`src/rtl/add_pipe_pkg.sv`:
```
// Shared definitions for the pipelined adder/subtractor: operation encodings
// and the parameter legality rule used at elaboration.
package add_pipe_pkg;

    // Operation select values on the sub input.
    localparam logic OP_ADD = 1'b0;
    localparam logic OP_SUB = 1'b1;

    // WIDTH must split evenly into STAGES non-empty chunks.
    function automatic bit params_ok(input int width, input int stages);
        return (stages >= 1) && (width >= stages) && ((width % stages) == 0);
    endfunction

endpackage

```
`src/rtl/add_pipe_chunk.sv`:
```
// One CHUNK-bit slice of the carry chain. The operand MSBs are exposed as
// taps so the final stage can form signed overflow without re-deriving them.
module add_chunk #(
    parameter int CW = 4
) (
    input  logic [CW-1:0] a,
    input  logic [CW-1:0] b,
    input  logic          ci,
    output logic [CW-1:0] s,
    output logic          co,
    output logic          a_msb,
    output logic          b_msb
);

    // Ripple add of the slice, carry-out taken from the extra top bit.
    always_comb begin
        {co, s} = {1'b0, a} + {1'b0, b} + {{CW{1'b0}}, ci};
    end

    assign a_msb = a[CW-1];
    assign b_msb = b[CW-1];

endmodule

```
`src/rtl/add_pipe.sv`:
```
// Pipelined two's-complement adder/subtractor with valid/ready handshake.
//
// Handshake: a beat moves on in_valid && in_ready and a result is consumed on
// out_valid && out_ready. in_ready = !(out_valid && !out_ready); whenever the
// output is stalled, every stage holds, so nothing is lost or duplicated and
// sum/cout/ovf stay frozen until consumed.
//
// Stage k adds chunk k of a and b_eff using the carry registered by stage k-1.
// Each stage register carries the not-yet-added upper operand bits forward
// (skew) and the already-finished lower sum bits (deskew), so the last stage
// holds the complete result.
module add_pipe
    import add_pipe_pkg::*;
#(
    parameter int WIDTH  = 16,
    parameter int STAGES = 4
) (
    input  logic             clk,
    input  logic             rst,
    input  logic             in_valid,
    output logic             in_ready,
    input  logic [WIDTH-1:0] a,
    input  logic [WIDTH-1:0] b,
    input  logic             sub,
    input  logic             cin,
    output logic             out_valid,
    input  logic             out_ready,
    output logic [WIDTH-1:0] sum,
    output logic             cout,
    output logic             ovf
);

    localparam int CHUNK = WIDTH / STAGES;

    if (!params_ok(WIDTH, STAGES)) begin : g_bad_params
        $error("add_pipe: WIDTH must be a positive multiple of STAGES");
    end

    logic             stall;
    logic             en;
    logic [WIDTH-1:0] b_eff;
    logic             cin0;

    // Subtraction is a + ~b + 1; the caller's cin is ignored in that mode.
    assign b_eff = (sub == OP_SUB) ? ~b : b;
    assign cin0  = (sub == OP_SUB) ? 1'b1 : cin;

    assign stall    = out_valid && !out_ready;
    assign en       = !stall;
    assign in_ready = !stall;

    for (genvar k = 0; k < STAGES; k++) begin : g_stage
        // Sum bits that are final once this stage has captured its chunk.
        localparam int DONE = (k + 1) * CHUNK;

        logic [CHUNK-1:0] ca;
        logic [CHUNK-1:0] cb;
        logic [CHUNK-1:0] cs;
        logic             ci;
        logic             co;
        logic             a_msb;
        logic             b_msb;
        logic             v_in;
        logic [DONE-1:0]  s_next;

        logic             v_q;
        logic             c_q;
        logic [DONE-1:0]  s_q;

        add_chunk #(.CW(CHUNK)) u_chunk (
            .a     (ca),
            .b     (cb),
            .ci    (ci),
            .s     (cs),
            .co    (co),
            .a_msb (a_msb),
            .b_msb (b_msb)
        );

        if (k == 0) begin : g_src
            assign ca     = a[CHUNK-1:0];
            assign cb     = b_eff[CHUNK-1:0];
            assign ci     = cin0;
            assign v_in   = in_valid;
            assign s_next = cs;
        end else begin : g_src
            assign ca     = g_stage[k-1].g_carry.rem_a_q[CHUNK-1:0];
            assign cb     = g_stage[k-1].g_carry.rem_b_q[CHUNK-1:0];
            assign ci     = g_stage[k-1].c_q;
            assign v_in   = g_stage[k-1].v_q;
            assign s_next = {cs, g_stage[k-1].s_q};
        end

        // Stage register: valid bit, chunk carry and the growing sum; frozen on stall.
        always_ff @(posedge clk) begin
            if (rst) begin
                v_q <= 1'b0;
                c_q <= 1'b0;
                s_q <= '0;
            end else if (en) begin
                v_q <= v_in;
                c_q <= co;
                s_q <= s_next;
            end
        end

        if (k < STAGES - 1) begin : g_carry
            // Operand bits still waiting for their stage.
            localparam int RW = WIDTH - DONE;

            logic [RW-1:0] rem_a_d;
            logic [RW-1:0] rem_b_d;
            logic [RW-1:0] rem_a_q;
            logic [RW-1:0] rem_b_q;
            logic          unused_taps;

            // Only the final chunk's MSB pair matters for overflow.
            assign unused_taps = a_msb ^ b_msb;

            if (k == 0) begin : g_rem
                assign rem_a_d = a[WIDTH-1:CHUNK];
                assign rem_b_d = b_eff[WIDTH-1:CHUNK];
            end else begin : g_rem
                assign rem_a_d = g_stage[k-1].g_carry.rem_a_q[RW+CHUNK-1:CHUNK];
                assign rem_b_d = g_stage[k-1].g_carry.rem_b_q[RW+CHUNK-1:CHUNK];
            end

            // Skew registers: carry the unprocessed upper operand chunks forward.
            always_ff @(posedge clk) begin
                if (rst) begin
                    rem_a_q <= '0;
                    rem_b_q <= '0;
                end else if (en) begin
                    rem_a_q <= rem_a_d;
                    rem_b_q <= rem_b_d;
                end
            end
        end else begin : g_last
            logic ovf_q;

            // Signed overflow: operands agree in sign but the result does not.
            always_ff @(posedge clk) begin
                if (rst) begin
                    ovf_q <= 1'b0;
                end else if (en) begin
                    ovf_q <= (a_msb == b_msb) && (cs[CHUNK-1] != a_msb);
                end
            end
        end
    end

    assign out_valid = g_stage[STAGES-1].v_q;
    assign sum       = g_stage[STAGES-1].s_q;
    assign cout      = g_stage[STAGES-1].c_q;
    assign ovf       = g_stage[STAGES-1].g_last.ovf_q;

endmodule
```
`config.mk`:
```
export PLATFORM = sky130hd
export DESIGN_NAME = add_pipe
export DESIGN_NICKNAME = d
export VERILOG_FILES = /design/src/rtl/add_pipe_pkg.sv /design/src/rtl/add_pipe_chunk.sv /design/src/rtl/add_pipe.sv
export SDC_FILE = /design/constraint.sdc
export NUM_CORES = 1
export LEC_CHECK = 0
export CORE_ASPECT_RATIO = 0.7
export CORE_UTILIZATION = 54
export DETAILED_ROUTE_END_ITERATION = 10
export GPL_TIMING_DRIVEN = 0
export PLACE_DENSITY_LB_ADDON = 0.25
export SYNTH_ARGS = -nofsm -noshare
export SYNTH_HDL_FRONTEND = slang
export SYNTH_SLANG_ARGS = --single-unit
export TNS_END_PERCENT = 5
```
`constraint.sdc`:
```
create_clock -name clk -period 3.2 [get_ports clk]
set_clock_uncertainty 0.05 [all_clocks]
set_input_delay 0.64 -clock clk [delete_from_list [all_inputs] [get_ports clk]]
set_output_delay 0.64 -clock clk [all_outputs]
set_load 0.01 [all_outputs]
```
==> results.tsv, run 1 <==
metric	value	unit
ordered cell list for the critical path	clkdlybuf4s50_1, nor2b_4, buf_6, inv_2, buf_6, buf_2, clkdlybuf4s50_1	
final core utilization	67.87	%
commonest non-fill, non-tap cell in the layout	nand2_1	
Synth Flop Type	dfxtp_1	
DR vias/cell	5.289	
sequential fraction of design power	55.0	%
min-delay worst type	flip-flop to flip-flop	
met1 usage	34.12	%
worst path arrival time	2.35	ns
CP endpoint kind	output port	
final hold vios	0	
final worst-path cycle share	95.03	%
nets	600	
Total Die Area	7908	um2
pre-CTS WS	0.1731	ns
register area	1942	um2
minimum clock period	3.041	ns
most frequent cells in the layout	143 x nand2_1, 97 x dfxtp_1, 75 x a21oi_1	
GR Layer Usage met2	38.13	%
Port Buffers	55	
synthesized area per cell	8.567	um2
worst hold start	sum[9]	
Ports	58	
final setup margin	0.1591	ns
clk root buf	clkbuf_8	
Crit path largest cell delay	0.58	ns
CTS clk-pin slew, worst paths	0.09	ns
CP delay by family, top	buffers and inverters	
part of the Yosys area used for sequential elements	47.62	%
Avg WL per Cell	14.22	um
sw power	0.0006044	W
Post-Syn Area	4078	um2
CTS tree	yes	
r2r startpoint	g_stage[0].c_q	
area growth from synthesis to layout	21.29	%
FP Rows	26	
diodes inserted	0	
Max Buffers Root-to-Sink	2	
PwrDens	490.1	nW/um2
share of layout cells above drive strength 1	8.425	%
cell total after placement	629	
Slew Viols, Final	0	
Yosys Warn Count	0	
later-pin clock latency in the skew report	0.37	ns
CTS Buf Count	9	
final setup fails	0	
TritonCTS Sinks	97	
synthesized net count	534	
max cap viols	0	
Horiz. Die Dim	105.9	um
hold_buf cts	0	
Int Power	0.001820	W
post-CTS setup buffers	0	
First DRT Iteration DRCs	213	
Static Leakage	1.939	nW
Worst Setup SP	out_ready	
first-pass GRT wire length	14720	um
cell count after synthesis	476	
M3 GR Usage	7.100	%
Worst Max-Slew Pin Slew	0.5631	ns
Die H	74.71	um
share of power burned in the clock network	32.7	%
status	complete, no violations	
initial antenna violation count	0	
Worst EP required	2.51	ns
maximum vdd ir drop	238.1	uV
number of global-route vias before repair	3021	
f_max	0.3289	GHz
total global-route track usage	24.72	%
maximum fanout along the worst path	10	
H-tree levels	3	
grt peak-use layer	met2	
Cell variety after synth	32	
FF+latch count, synth	97	
Max transition margin	62.46	%
CP startpoint kind	primary input	
total core area	7287	um2
drt first pass iters	4	
# resized after CTS	0	
DP HPWL	6635	um
Filler cells	620	
Routed WL	9158	um
largest net degree at the start of global routing	16	
non-filler cells, final	644	
Sw Ratio	24.93	%
Post-synth EDFFs	0	
Setup Crit Path Kind	primary input to output port	
Routed Antenna Nets	0	
via count	3406	
Initial Utilization	55.96	%
Register-to-Register Setup Slack	1.29	ns
RSZ-0062 raised after global routing	false	
Async S/R FF share, synth	0	%
total grt overflow	0	
footprint of the multi-input gates	1932	um2
Final Wtd Congestion	0.8386	
CP max-delay cell	clkdlybuf4s50_1	
combinational share of power	12.3	%
setup TNS	0	ns
# DRC	0	
Worst Path Buf+Inv	6	
-- metal layers --
metal,wire length [um],share of wire (%),vias to the layer above
li1,-,-,1704
met1,4495,49,1579
met2,3896,43,114
met3,663,7.2,9
met4,102,1.1,0
met5,0,0,-
-- power by group through the flow --
stage	Combinational (W)	Clock, W	Sequential (W)
4_1_cts	0.000297	0.000802	0.00133
3_3_place_gp	0.000286	0	0.00136
3_5_place_dp	0.000294	0	0.00136
6_report	0.000297	0.000793	0.00133
2_1_floorplan	0.000181	0	0.00135
5_1_grt	0.000330	0.000854	0.00134
-- metrics by stage --
stage / area [um2] / hold slack (ns) / total power [W]
after global placement: 4751 / 0.3889 / 0.001643
final: 4946 / 0.4043 / 0.002424
after floorplan: 4078 / 0.3821 / 0.001533
after global routing: 4946 / 0.4253 / 0.002527
after detailed placement: 4751 / 0.3953 / 0.001655
after CTS: 4946 / 0.4064 / 0.002431
-- final cells by class --
cell class | instances | share of cell area (%)
Inverter | 4 | 0.3036
Clock buffer | 11 | 2.859
Tap cell | 98 | 2.479
Multi-Input combinational cell | 339 | 39.06
Timing Repair Buffer | 55 | 11.13
Sequential cell | 97 | 39.26
Clock inverter | 4 | 1.088
Buffer | 36 | 3.820
-- flip-flops by register name, summed over array words and instances (netlist names) --
register	flops
out_valid	1
sum	16
g_stage.c_q	3
g_stage.v_q	3
ovf	1
cout	1
g_stage.s_q	24
g_stage.g_carry.rem_b_q	24
g_stage.g_carry.rem_a_q	24
-- synth_stat cells, drive strengths merged (3+ instances only) --
library cell / count / area, um2
nand3: 3 / 15.01
nor3: 3 / 15.01
a2111o: 5 / 56.30
clkbuf: 12 / 46.29
dfxtp: 97 / 1942
inv: 4 / 15.01
a211oi: 20 / 155.1
a21oi: 75 / 375.4
a21o: 5 / 37.54
fa: 8 / 160.2
nor2b: 3 / 26.27
nand2: 143 / 536.8
o211ai: 4 / 35.03
nand3b: 6 / 45.04
ha: 12 / 150.1
xor2: 4 / 35.03
nor2: 23 / 86.33
xnor2: 16 / 140.1
buf: 24 / 142.6
-- cells by family after synthesis --
group	Yosys count	share of synthesized area, %
buf+inv	40	5.001
xor+xnor	20	4.296
flops	97	47.62
fa+ha+maj	20	7.610
simple gates	189	19.18
compound gates	110	16.29
-- path summary, 6_finish.rpt --
kind / to / cells past startpoint
max reg2reg: g_stage[1].c_q / 5
max: in_ready / 7
min reg2reg: sum[9] / 2
min: sum[9] / 2
-- worst register-to-register path: stages (launching register included) --
cell and delay (ns):
dfxtp_1 0.33, fa_1 0.49, fa_1 0.42, a21o_1 0.17
a211oi_1 0.24, nor3_1 0.08
Note: power is estimated with default switching activity, not from simulation.
==> inputs of run 2 (changes only) <==
Settings changed: SETUP_SLACK_MARGIN set to 0.3.
==> run 2 against run 1 <==
Effect of this change:
- first-iteration DRC count fell by 2.3%
- maximum frequency is 13% higher
- largest power group unchanged
- sequential power about the same
- final area is essentially flat
- critical endpoint unchanged
==> results.tsv, run 2 (same netlist as run 1, synthesis figures left out) <==
metric	value	unit
status	complete, no violations	
Horiz. Die Dim	105.9	um
total core area	7287	um2
biggest regs	g_stage.g_carry.rem_a_q: 24 flops, g_stage.g_carry.rem_b_q: 24 flops, g_stage.s_q: 24 flops	
share of layout cells above drive strength 1	8.425	%
drt first pass iters	7	
hold_buf cts	0	
R2R depth	5	
Register-to-Register Setup Slack	1.30	ns
Filler cells	622	
Die H	74.71	um
Worst EP required	2.51	ns
DR vias/cell	5.295	
Crit path largest cell delay	0.44	ns
Initial Utilization	55.96	%
FP Rows	26	
max cap viols	0	
DP HPWL	6635	um
f_max	0.3715	GHz
final worst-path cycle share	84.11	%
final hold vios	0	
Total Die Area	7908	um2
CP endpoint kind	output port	
CP startpoint kind	primary input	
Static Leakage	1.938	nW
number of global-route vias before repair	3021	
final core utilization	67.89	%
# resized after CTS	2	
Crit path top cell by count	buf_6	
CP max-delay cell	clkdlybuf4s50_1	
commonest non-fill, non-tap cell in the layout	nand2_1	
Max Buffers Root-to-Sink	2	
via count	3410	
maximum fanout along the worst path	10	
worst hold slack	0.4043	ns
first-pass GRT wire length	14720	um
pre-CTS WS	0.1731	ns
minimum clock period	2.692	ns
later-pin clock latency in the skew report	0.37	ns
initial antenna violation count	0	
total grt overflow	0	
PwrDens	490.1	nW/um2
ordered cell list for the critical path	clkdlybuf4s50_1, nor2b_4, buf_6, inv_2, buf_6, buf_4, dlygate4sd2_1	
Total Power	0.002425	W
nets	600	
final setup fails	0	
Setup Crit Path Kind	primary input to output port	
min-delay worst type	flip-flop to flip-flop	
Slew Viols, Final	0	
Max transition margin	62.22	%
H-tree levels	3	
Routed Antenna Nets	0	
Final Wtd Congestion	0.8386	
most frequent cells in the layout	143 x nand2_1, 97 x dfxtp_1, 75 x a21oi_1	
final setup margin	0.5083	ns
area growth from synthesis to layout	21.33	%
largest net degree at the start of global routing	16	
# DRC	0	
clk root buf	clkbuf_8	
diodes inserted	0	
setup TNS	0	ns
post-CTS setup buffers	0	
CTS tree	yes	
First DRT Iteration DRCs	208	
worst reg2reg endpoint	g_stage[1].c_q	
CTS clk-pin slew, worst paths	0.09	ns
Routed WL	9166	um
Worst Max-Slew Pin Slew	0.5667	ns
worst path arrival time	2.00	ns
Port Buffers	55	
Avg WL per Cell	14.23	um
total global-route track usage	24.72	%
RSZ-0062 raised after global routing	false	
worst hold start	sum[9]	
Ports	58	
WHS Path Cells	2	
CTS Buf Count	9	
Hold EP	sum[9]	
r2r startpoint	g_stage[0].c_q	
maximum vdd ir drop	237.6	uV
TritonCTS Sinks	97	
[run 2: worst max-delay path by stage]
stage                     slack, ns       from  cells past startpoint              to
final                          0.51  out_ready                      7        in_ready
after detailed placement       0.17  out_ready                      7        in_ready
after global routing           0.44  out_ready                      7        in_ready
after global placement         0.20  out_ready                      7        in_ready
after floorplan                0.49        sub                      8  g_stage[0].c_q
after CTS                      0.51  out_ready                      7        in_ready
[run 2: metal layers]
metal | track usage [%] | wire length [um] | part of all wire (%) | up-vias
li1 | - | - | - | 1705
met1 | 34.12 | 4500 | 49 | 1569
met2 | 38.13 | 3893 | 42 | 124
met3 | 7.100 | 638 | 7.0 | 12
met4 | 7.562 | 134 | 1.5 | 0
met5 | 0 | 0 | 0 | -
[run 2: stage by stage]
stage | instance area (um2) | instances
after global placement | 4751 | 629
after detailed placement | 4751 | 629
after global routing | 4947 | 644
final | 4947 | 644
after CTS | 4947 | 644
after floorplan | 4078 | 476
[run 2: cell type report]
| type | count | area (um2) | area share [%] |
|---|---|---|---|
| inverters | 4 | 15.01 | 0.3035 |
| clock buffers | 11 | 141.4 | 2.858 |
| repair buffers | 55 | 549.3 | 11.10 |
| multi-input cells | 339 | 1932 | 39.05 |
| well taps | 98 | 122.6 | 2.479 |
| plain buffers | 36 | 191.4 | 3.870 |
| flip-flops and latches | 97 | 1942 | 39.25 |
| clock inverters | 4 | 53.80 | 1.088 |
[run 2: critical path, delay by kind of cell]
family | cells | cell delay, ns
buf+inv | 6 | 1.23
simple gates | 1 | 0.13
[run 2: power by group]
group / switching, W / leakage, nW / internal, W / total [W]
clock: 0.000414 / 0.0916 / 0.000380 / 0.000794
sequential: 0.0000477 / 0.797 / 0.00129 / 0.00133
combinational: 0.000144 / 1.05 / 0.000154 / 0.000298
